==> config.mk <==
export PLATFORM = sky130hd
export DESIGN_NAME = axi4_stream_reader
export DESIGN_NICKNAME = d
export VERILOG_FILES = /design/src/rtl/axi4_stream_reader.sv
export SDC_FILE = /design/constraint.sdc
export NUM_CORES = 1
export LEC_CHECK = 0
export CAP_MARGIN = 20
export CORE_MARGIN = 1.5
export CORE_UTILIZATION = 35
export DETAILED_ROUTE_END_ITERATION = 8
export HOLD_SLACK_MARGIN = 0.06
export PLACE_DENSITY = 0.68
export SLEW_MARGIN = 20
export SYNTH_ARGS = -nofsm -noshare
export SYNTH_HDL_FRONTEND = slang
export SYNTH_SLANG_ARGS = --single-unit
==> constraint.sdc <==
create_clock -name ACLK -period 11.7 [get_ports ACLK]
set_input_delay 2.34 -clock ACLK [delete_from_list [all_inputs] [get_ports ACLK]]
set_output_delay 2.34 -clock ACLK [all_outputs]
set_load 0.005 [all_outputs]
==> src/rtl/axi4_stream_reader.sv <==
// rtl/axi4_stream_reader.sv - AXI4 read initiator streaming a contiguous block of beats
module axi4_stream_reader #(
    parameter int ADDR_WIDTH = 32,
    parameter int DATA_WIDTH = 32,
    parameter int ID_WIDTH   = 4,
    parameter int ARID_VAL   = 0,
    parameter int MAX_BURST  = 16,
    parameter int LEN_WIDTH  = 16
) (
    input  logic                    ACLK,
    input  logic                    ARESET,
    input  logic                    start,
    input  logic [ADDR_WIDTH-1:0]   start_addr,
    input  logic [LEN_WIDTH-1:0]    num_beats,
    output logic                    busy,
    output logic                    done,
    output logic                    error,
    output logic [ADDR_WIDTH-1:0]   ARADDR,
    output logic [7:0]              ARLEN,
    output logic [2:0]              ARSIZE,
    output logic [1:0]              ARBURST,
    output logic [3:0]              ARCACHE,
    output logic [2:0]              ARPROT,
    output logic                    ARLOCK,
    output logic [3:0]              ARQOS,
    output logic [3:0]              ARREGION,
    output logic [ID_WIDTH-1:0]     ARID,
    output logic                    ARVALID,
    input  logic                    ARREADY,
    input  logic [DATA_WIDTH-1:0]   RDATA,
    input  logic [ID_WIDTH-1:0]     RID,
    input  logic [1:0]              RRESP,
    input  logic                    RLAST,
    input  logic                    RVALID,
    output logic                    RREADY,
    output logic [ADDR_WIDTH-1:0]   AWADDR,
    output logic [7:0]              AWLEN,
    output logic [2:0]              AWSIZE,
    output logic [1:0]              AWBURST,
    output logic [ID_WIDTH-1:0]     AWID,
    output logic                    AWVALID,
    output logic [DATA_WIDTH-1:0]   WDATA,
    output logic [DATA_WIDTH/8-1:0] WSTRB,
    output logic                    WLAST,
    output logic                    WVALID,
    output logic                    BREADY,
    output logic [DATA_WIDTH-1:0]   tdata,
    output logic                    tvalid,
    input  logic                    tready
);

    localparam int BYTES = DATA_WIDTH / 8;
    localparam int SIZE  = $clog2(BYTES);
    localparam logic [ADDR_WIDTH-1:0] ALIGN_MASK = ADDR_WIDTH'(BYTES - 1);

    localparam logic [1:0] S_IDLE = 2'd0;
    localparam logic [1:0] S_ADDR = 2'd1;
    localparam logic [1:0] S_DATA = 2'd2;
    localparam logic [1:0] S_DONE = 2'd3;

    logic [1:0]            state_q, state_d;
    logic [ADDR_WIDTH-1:0] araddr_q, araddr_d;
    logic [7:0]            arlen_q, arlen_d;
    logic [8:0]            len_q, len_d;
    logic [8:0]            beat_q, beat_d;
    logic [LEN_WIDTH-1:0]  rem_q, rem_d;
    logic                  arvalid_q, arvalid_d;
    logic                  error_q, error_d;

    logic [ADDR_WIDTH-1:0] seg_addr;
    logic [LEN_WIDTH-1:0]  seg_rem;
    logic [12:0]           bnd_beats;
    logic [8:0]            len_calc;
    logic                  in_data, r_fire, last_beat, load;
    logic                  unused_rid;

    assign unused_rid = ^RID;

    // Next burst starts either at the new request or right after the current burst.
    always_comb begin
        if (state_q == S_IDLE) begin
            seg_addr = start_addr & ~ALIGN_MASK;
            seg_rem  = num_beats;
        end else begin
            seg_addr = araddr_q + (ADDR_WIDTH'(len_q) << SIZE);
            seg_rem  = rem_q;
        end
        bnd_beats = (13'd4096 - {1'b0, seg_addr[11:0]}) >> SIZE;
        len_calc  = 9'(MAX_BURST);
        if ({4'b0, len_calc} > bnd_beats) len_calc = bnd_beats[8:0];
        if (LEN_WIDTH'(len_calc) > seg_rem) len_calc = 9'(seg_rem);
    end

    assign in_data   = (state_q == S_DATA);
    assign RREADY    = tready & in_data;
    assign r_fire    = RVALID & RREADY;
    assign last_beat = (beat_q == len_q - 9'd1);

    always_comb begin
        state_d   = state_q;
        araddr_d  = araddr_q;
        arlen_d   = arlen_q;
        len_d     = len_q;
        beat_d    = beat_q;
        rem_d     = rem_q;
        arvalid_d = arvalid_q;
        error_d   = error_q;
        load      = 1'b0;
        case (state_q)
            S_IDLE: if (start) begin
                error_d = 1'b0;
                if (num_beats == '0) begin
                    state_d = S_DONE;
                end else begin
                    state_d = S_ADDR;
                    load    = 1'b1;
                end
            end
            S_ADDR: if (ARREADY) begin
                arvalid_d = 1'b0;
                state_d   = S_DATA;
            end
            S_DATA: if (r_fire) begin
                if (RRESP != 2'b00 || RLAST != last_beat) error_d = 1'b1;
                if (last_beat) begin
                    if (rem_q == '0) begin
                        state_d = S_DONE;
                    end else begin
                        state_d = S_ADDR;
                        load    = 1'b1;
                    end
                end else begin
                    beat_d = beat_q + 9'd1;
                end
            end
            default: state_d = S_IDLE;
        endcase
        if (load) begin
            araddr_d  = seg_addr;
            len_d     = len_calc;
            arlen_d   = 8'(len_calc - 9'd1);
            rem_d     = seg_rem - LEN_WIDTH'(len_calc);
            beat_d    = '0;
            arvalid_d = 1'b1;
        end
    end

    always_ff @(posedge ACLK or posedge ARESET) begin
        if (ARESET) begin
            state_q   <= S_IDLE;
            araddr_q  <= '0;
            arlen_q   <= '0;
            len_q     <= '0;
            beat_q    <= '0;
            rem_q     <= '0;
            arvalid_q <= 1'b0;
            error_q   <= 1'b0;
        end else begin
            state_q   <= state_d;
            araddr_q  <= araddr_d;
            arlen_q   <= arlen_d;
            len_q     <= len_d;
            beat_q    <= beat_d;
            rem_q     <= rem_d;
            arvalid_q <= arvalid_d;
            error_q   <= error_d;
        end
    end

    assign busy     = (state_q != S_IDLE);
    assign done     = (state_q == S_DONE);
    assign error    = error_q;
    assign ARADDR   = araddr_q;
    assign ARLEN    = arlen_q;
    assign ARSIZE   = 3'(SIZE);
    assign ARBURST  = 2'b01;
    assign ARCACHE  = 4'b0011;
    assign ARPROT   = 3'b000;
    assign ARLOCK   = 1'b0;
    assign ARQOS    = 4'b0000;
    assign ARREGION = 4'b0000;
    assign ARID     = ID_WIDTH'(ARID_VAL);
    assign ARVALID  = arvalid_q;
    assign tdata    = RDATA;
    assign tvalid   = RVALID & in_data;

    assign AWADDR   = '0;
    assign AWLEN    = '0;
    assign AWSIZE   = '0;
    assign AWBURST  = '0;
    assign AWID     = '0;
    assign AWVALID  = 1'b0;
    assign WDATA    = '0;
    assign WSTRB    = '0;
    assign WLAST    = 1'b0;
    assign WVALID   = 1'b0;
    assign BREADY   = 1'b1;

endmodule

Word level (Yosys, flattened, before mapping) --
Cells that the tools add are included.
Word-level totals: output and inout port bits 192, logic and storage cells 73, flip-flop bits (word level) 78
Operators by class: magnitude comparators 2, muxes and demuxes 28, add/subtract/negate cells 6, reductions and logical operators 15, bitwise operators 3, equality and inequality tests 11
Operator list (number):
- 9-bit two-way mux | 6
- 32-bit by 11-bit adder with 32-bit output | 1
- 16-bit logical NOT | 2
- 32-bit two-way mux | 1
- 9-bit by 16-bit > comparator with 1-bit output | 1
- 16-bit two-way mux | 1
- 16-bit by 9-bit subtractor with 16-bit output | 1
- 2-bit nonzero test | 7
- 13-bit by 12-bit subtractor with 13-bit output (first input constant) | 1
- 2-bit two-way mux | 6
- 5-bit by 11-bit > comparator with 1-bit output (first input constant) | 1
- 1-bit two-way mux | 11
- 9-bit by 1-bit adder with 9-bit output (second input constant) | 1
- 9-bit equality test | 1
- 9-bit by 1-bit subtractor with 9-bit output (second input constant) | 1
- 2-bit by 1-bit inequality test with 1-bit output (second input constant) | 4
- 4-bit AND reduction | 2
- 8-bit by 1-bit subtractor with 8-bit output (second input constant) | 1
- 2-bit case mux with 3 select lines | 1
- 2-bit equality test (second input constant) | 2
- 2-bit inequality test (second input constant) | 2
- 1-bit case mux with 2 select lines | 2
- 1-bit bitwise AND | 3
- 3-bit AND reduction | 1
- other kinds (5) | 5

Depth between registers and ports, before layout --
depth in word-level cells 8, gate-level depth with buffers 29, depth with buffers taken out 28

Worst setup path before layout --
OpenSTA, ideal clock, no wires.
kind input -> register, from input start_addr[3], to register rem_q[15], arrival time 6.974 ns, cell stages on the path 22, path buffers 1, path slack 4.637 ns, setup time 0.090 ns, path through nor4_1 -> o21a_1 -> nor3b_1 -> and4bb_2 -> nand2_1 -> nor2_1 -> ha_1 -> nand4_1 -> o21bai_1 -> a32oi_2 -> nand4_1 -> clkbuf_1 -> a21oi_1 -> ha_1 -> nor2b_1 -> o21ai_0 -> a21o_1 -> a21oi_1 -> o311ai_4 -> o21ai_1 -> or4b_1 -> o2111ai_1
Between the ends: cells in the longest elaborated chain, start to end 7
RTL lines:
- start, declared | line 13 | input logic [ADDR_WIDTH-1:0] start_addr,
- 32-bit two-way mux (*) | line 81 | if (state_q == S_IDLE) begin
- 13-bit by 12-bit subtractor with 13-bit output (*) | line 88 | bnd_beats = (13'd4096 - {1'b0, seg_addr[11:0]}) >> SIZE;
- 5-bit by 11-bit > comparator with 1-bit output | line 90 | if ({4'b0, len_calc} > bnd_beats) len_calc = bnd_beats[8:0];
- 9-bit two-way mux (*) | line 90
- 9-bit by 16-bit > comparator with 1-bit output | line 91 | if (LEN_WIDTH'(len_calc) > seg_rem) len_calc = 9'(seg_rem);
- 9-bit two-way mux (*) | line 91
- 16-bit by 9-bit subtractor with 16-bit output (*) | line 142 | rem_d = seg_rem - LEN_WIDTH'(len_calc);
- end signal, assigned | line 164 | rem_q <= rem_d;
- end, declared | line 66 | logic [LEN_WIDTH-1:0] rem_q, rem_d;
Mark *: on every way between the ends. The rest lies on a longest branch, timed or not. A chain may end at the register's enable or synchronous reset.

Final worst setup path --
from input start_addr[2], to register rem_q[9]
The elaborated chain is that of the path after synthesis.

==> key figures <==
Worst setup path
  – CP delay by family, top: compound AO/OA/AOI/OAI gates
  – Reg2Reg Launch Point: len_q[0]$_DFFE_PP0P_
  – Critical Path AT: 8.70 ns
  – WP data required: 11.88 ns
  – Critical Path Fanout Max: 17
  – Critical Path Max Stage Delay: 0.68 ns
  – Critical-path cell list: clkdlybuf4s50_1 -> nor4_1 -> o21a_1 -> nor3b_1 -> and4bb_2 -> nand2_1 -> nor2_1 -> ha_1 -> nand4_1 -> o21bai_1 -> a32oi_2 -> nand4_1 -> a21oi_1 -> ha_1 -> nor2b_1 -> o21ai_0 -> a21o_1 -> a21oi_1 -> o311ai_4 -> nand2_1 -> mux2i_1 -> a2111oi_0
  – R2r setup slk: 4.17 ns
  – CP max-delay cell: a21oi_1
  – Cells on worst reg2reg path: 24
  – WP buf/inv: 1
  – Crit start category: input port
  – CP Class: input port to flip-flop
  – Crit path capture type: flip-flop
  – RR Endpoint: rem_q[9]$_DFFE_PP0P_

Synth
  – Synthesized area per cell: 8.14 um^2
  – Number of synthesized flops with an enable pin: 0
  – Syn. warnings: 0
  – Synth Cell Area: 7170 um^2
  – Netlist cell types: 83
  – Gate count after technology mapping: 880
  – Ys flop type: dfrtp_1
  – FF+latch count, synth: 78
  – Async SR Flop Fraction: 100%
  – Register area share after synthesis: between 20% and 30%

Global route
  – Remaining Overflow, GRT: 0
  – GRT Overall Usage: 17.4%
  – Vias in the first global route: about 5,600
  – Global-route wire length before repair: 30,000 um
  – Largest net degree at the start of global routing: 79
  – Antenna violations before repair: 0

Drt
  – DRT Pass-1 Iters: 5
  – Routed Antenna Nets: 0
  – Vias: just over 6,000
  – WL/cell: ~15 um
  – Routed wire length: 18,600 um
  – Vias per Instance: 5.15
  – Starting DRC count in detailed routing: ~470
  – DRC viols: 0

Clocking
  – Clock buffer depth: 2
  – Worst-skew pair later-pin latency: 0.35 ns
  – CTS tree: built
  – Root Buffer: clkbuf_16
  – Clk pin slew, worst setup/hold paths: roughly 0.06 ns
  – Post-CTS Repair Setup Buffers: 0
  – Number of hold buffers added after cts: 0
  – Clock sink count: 78
  – CTS Buf Count: 9
  – H-tree depth: 3
  – Post-cts repair resize count: 0

STA
  – Worst slew pin tran: 0.870 ns
  – FMAX: 117 MHz
  – Fin. max-slew vios: 0
  – RSZ-0062 raised after global routing: false
  – Clk_skew: 0.00597 ns
  – Worst relative slew slack: 42.0%
  – Final setup fails: 0
  – Final Hold Fails: 0
  – Hold Slack: between 0.4 and 0.5 ns
  – Final WS setup: 3.18 ns
  – Final min period: roughly 8.5 ns
  – Setup TNS: 0 ns
  – Final period util: between 70 and 80%

Cells and area
  – Area grow syn2layout: 12.7%
  – Ant. Diodes: 0
  – Layout cell share with drive strength beyond 1: 5.35%
  – # nets final: 1,054
  – Core Util, Final: 40.0%

Floorplanning
  – Die Y: 146 um
  – Core Region: 20,200 um^2
  – Die width: 146 um
  – Initial Util: 35.5%
  – I/O pins: roughly 290
  – Die Area: about 21,000 um^2
  – Row cnt: 52

Placement
  – Placer Congestion: 0.843
  – Worst Setup Slack post-DPL: 3.04 ns
  – PortBufs: 100
  – DPL Wire Length: 13,700 um

Hold path
  – Hold Crit Start: ARLEN[0]$_DFFE_PP0P_
  – Min-delay worst type: flip-flop to flip-flop
  – Hold depth: 2
  – Hold Path End: ARLEN[0]$_DFFE_PP0P_

Pwr
  – P per Cell Area: 261 nW/um^2
  – Max VDD drop: 0.0946 mV
  – Lkg Pwr: about 3.5 nW

Flow run
  – Max Cap Viol: 0

Status
  – Status: finished, final reports clean
-- state kept, by name, indices dropped and copies added, names as in the netlist --
name	count
state_q	2
error	1
len_q	9
ARLEN	8
beat_q	9
ARADDR	32
ARVALID	1
rem_q	16
-- tightest hold or removal path: stages (launching register included) --
cell	delay, ns
dfrtp_1	0.35
nand2_1	0.05
nand2_1	0.05
-- cell usage after synthesis (all sizes together), types with 16 or more instances --
master / n / share of area, %
buf: 161 / 17
nand2: 79 / 4.1
dfrtp: 78 / 27
nor2: 74 / 4.0
o21ai: 49 / 3.4
a21oi: 47 / 3.3
inv: 31 / 1.6
ha: 29 / 5.1
nand3: 24 / 1.9
clkbuf: 22 / 1.2
nor3: 20 / 1.5
xor2: 19 / 2.3
and3: 17 / 1.5
nand4: 17 / 1.5
mux2i: 16 / 2.2
-- cell families after synthesis --
logic type                 Yosys count  share of synthesized area, %
and+or+nand+nor                    303                          21.6
buffers and inverters              214                          19.3
AOI/OAI and AO/OA                  205                          20.1
DFF                                 78                          27.2
adders and majority gates           31                          5.62
xor gates and xnor gates            31                          3.79
muxes                               16                          2.23
other                                2                         0.105
-- routing by layer --
metal	track usage (%)	wire, um
met1	23.8	8450
met5	0	0
met4	3.43	182
met2	28.3	8740
met3	3.94	1240
-- per-stage QoR --
stage	std cells	total power (W)	instance area, um^2
final	1204	0.00211	8080
after detailed placement	1189	0.00177	7730
after floorplan	996	0.00142	7600
after global routing	1204	0.00229	8080
after CTS	1204	0.00211	8070
after global placement	1189	0.00175	7730
-- power by group --
group	internal [W]	leakage (nW)	switching [W]	total, W
combinational	0.000548	2.40	0.000736	0.00128
sequential	0.000373	0.948	0.000128	0.000501
clock	0.000207	0.161	0.000118	0.000326
total	0.00113	3.51	0.000982	0.00211
-- worst max-delay path by stage --
stage                  startpoint                    end  depth (start not counted)
floorplan           start_addr[3]  rem_q[15]$_DFFE_PP0P_                         22
global placement    start_addr[2]  rem_q[13]$_DFFE_PP0P_                         22
detailed placement  start_addr[2]   rem_q[9]$_DFFE_PP0P_                         22
CTS                 start_addr[2]   rem_q[9]$_DFFE_PP0P_                         22
global route        start_addr[2]   rem_q[9]$_DFFE_PP0P_                         22
finish              start_addr[2]   rem_q[9]$_DFFE_PP0P_                         22
-- layout by cell type, fill, tap and decap left out, types with 22 or more instances in the layout --
| cell type | instances |
|---|---|
| dfrtp_1 | 78 |
| ha_1 | 29 |
| nand2_1 | 78 |
| conb_1 | 118 |
| a21oi_1 | 46 |
| nand3_1 | 22 |
| o21ai_0 | 31 |
| inv_1 | 27 |
| clkdlybuf4s50_1 | 100 |
| nor2_1 | 73 |
-- layout make-up --
cell class                      instances  area [um^2]
Clock buffer                            9          225
Multi-Input combinational cell        704         4280
Fill cell                            2100        12100
Tap cell                              270          338
Sequential cell                        78         1950
Clock inverter                          6          111
Inverter                               31          118
Timing Repair Buffer                  106         1050
No activity file was read; power rests on OpenSTA's default activity.
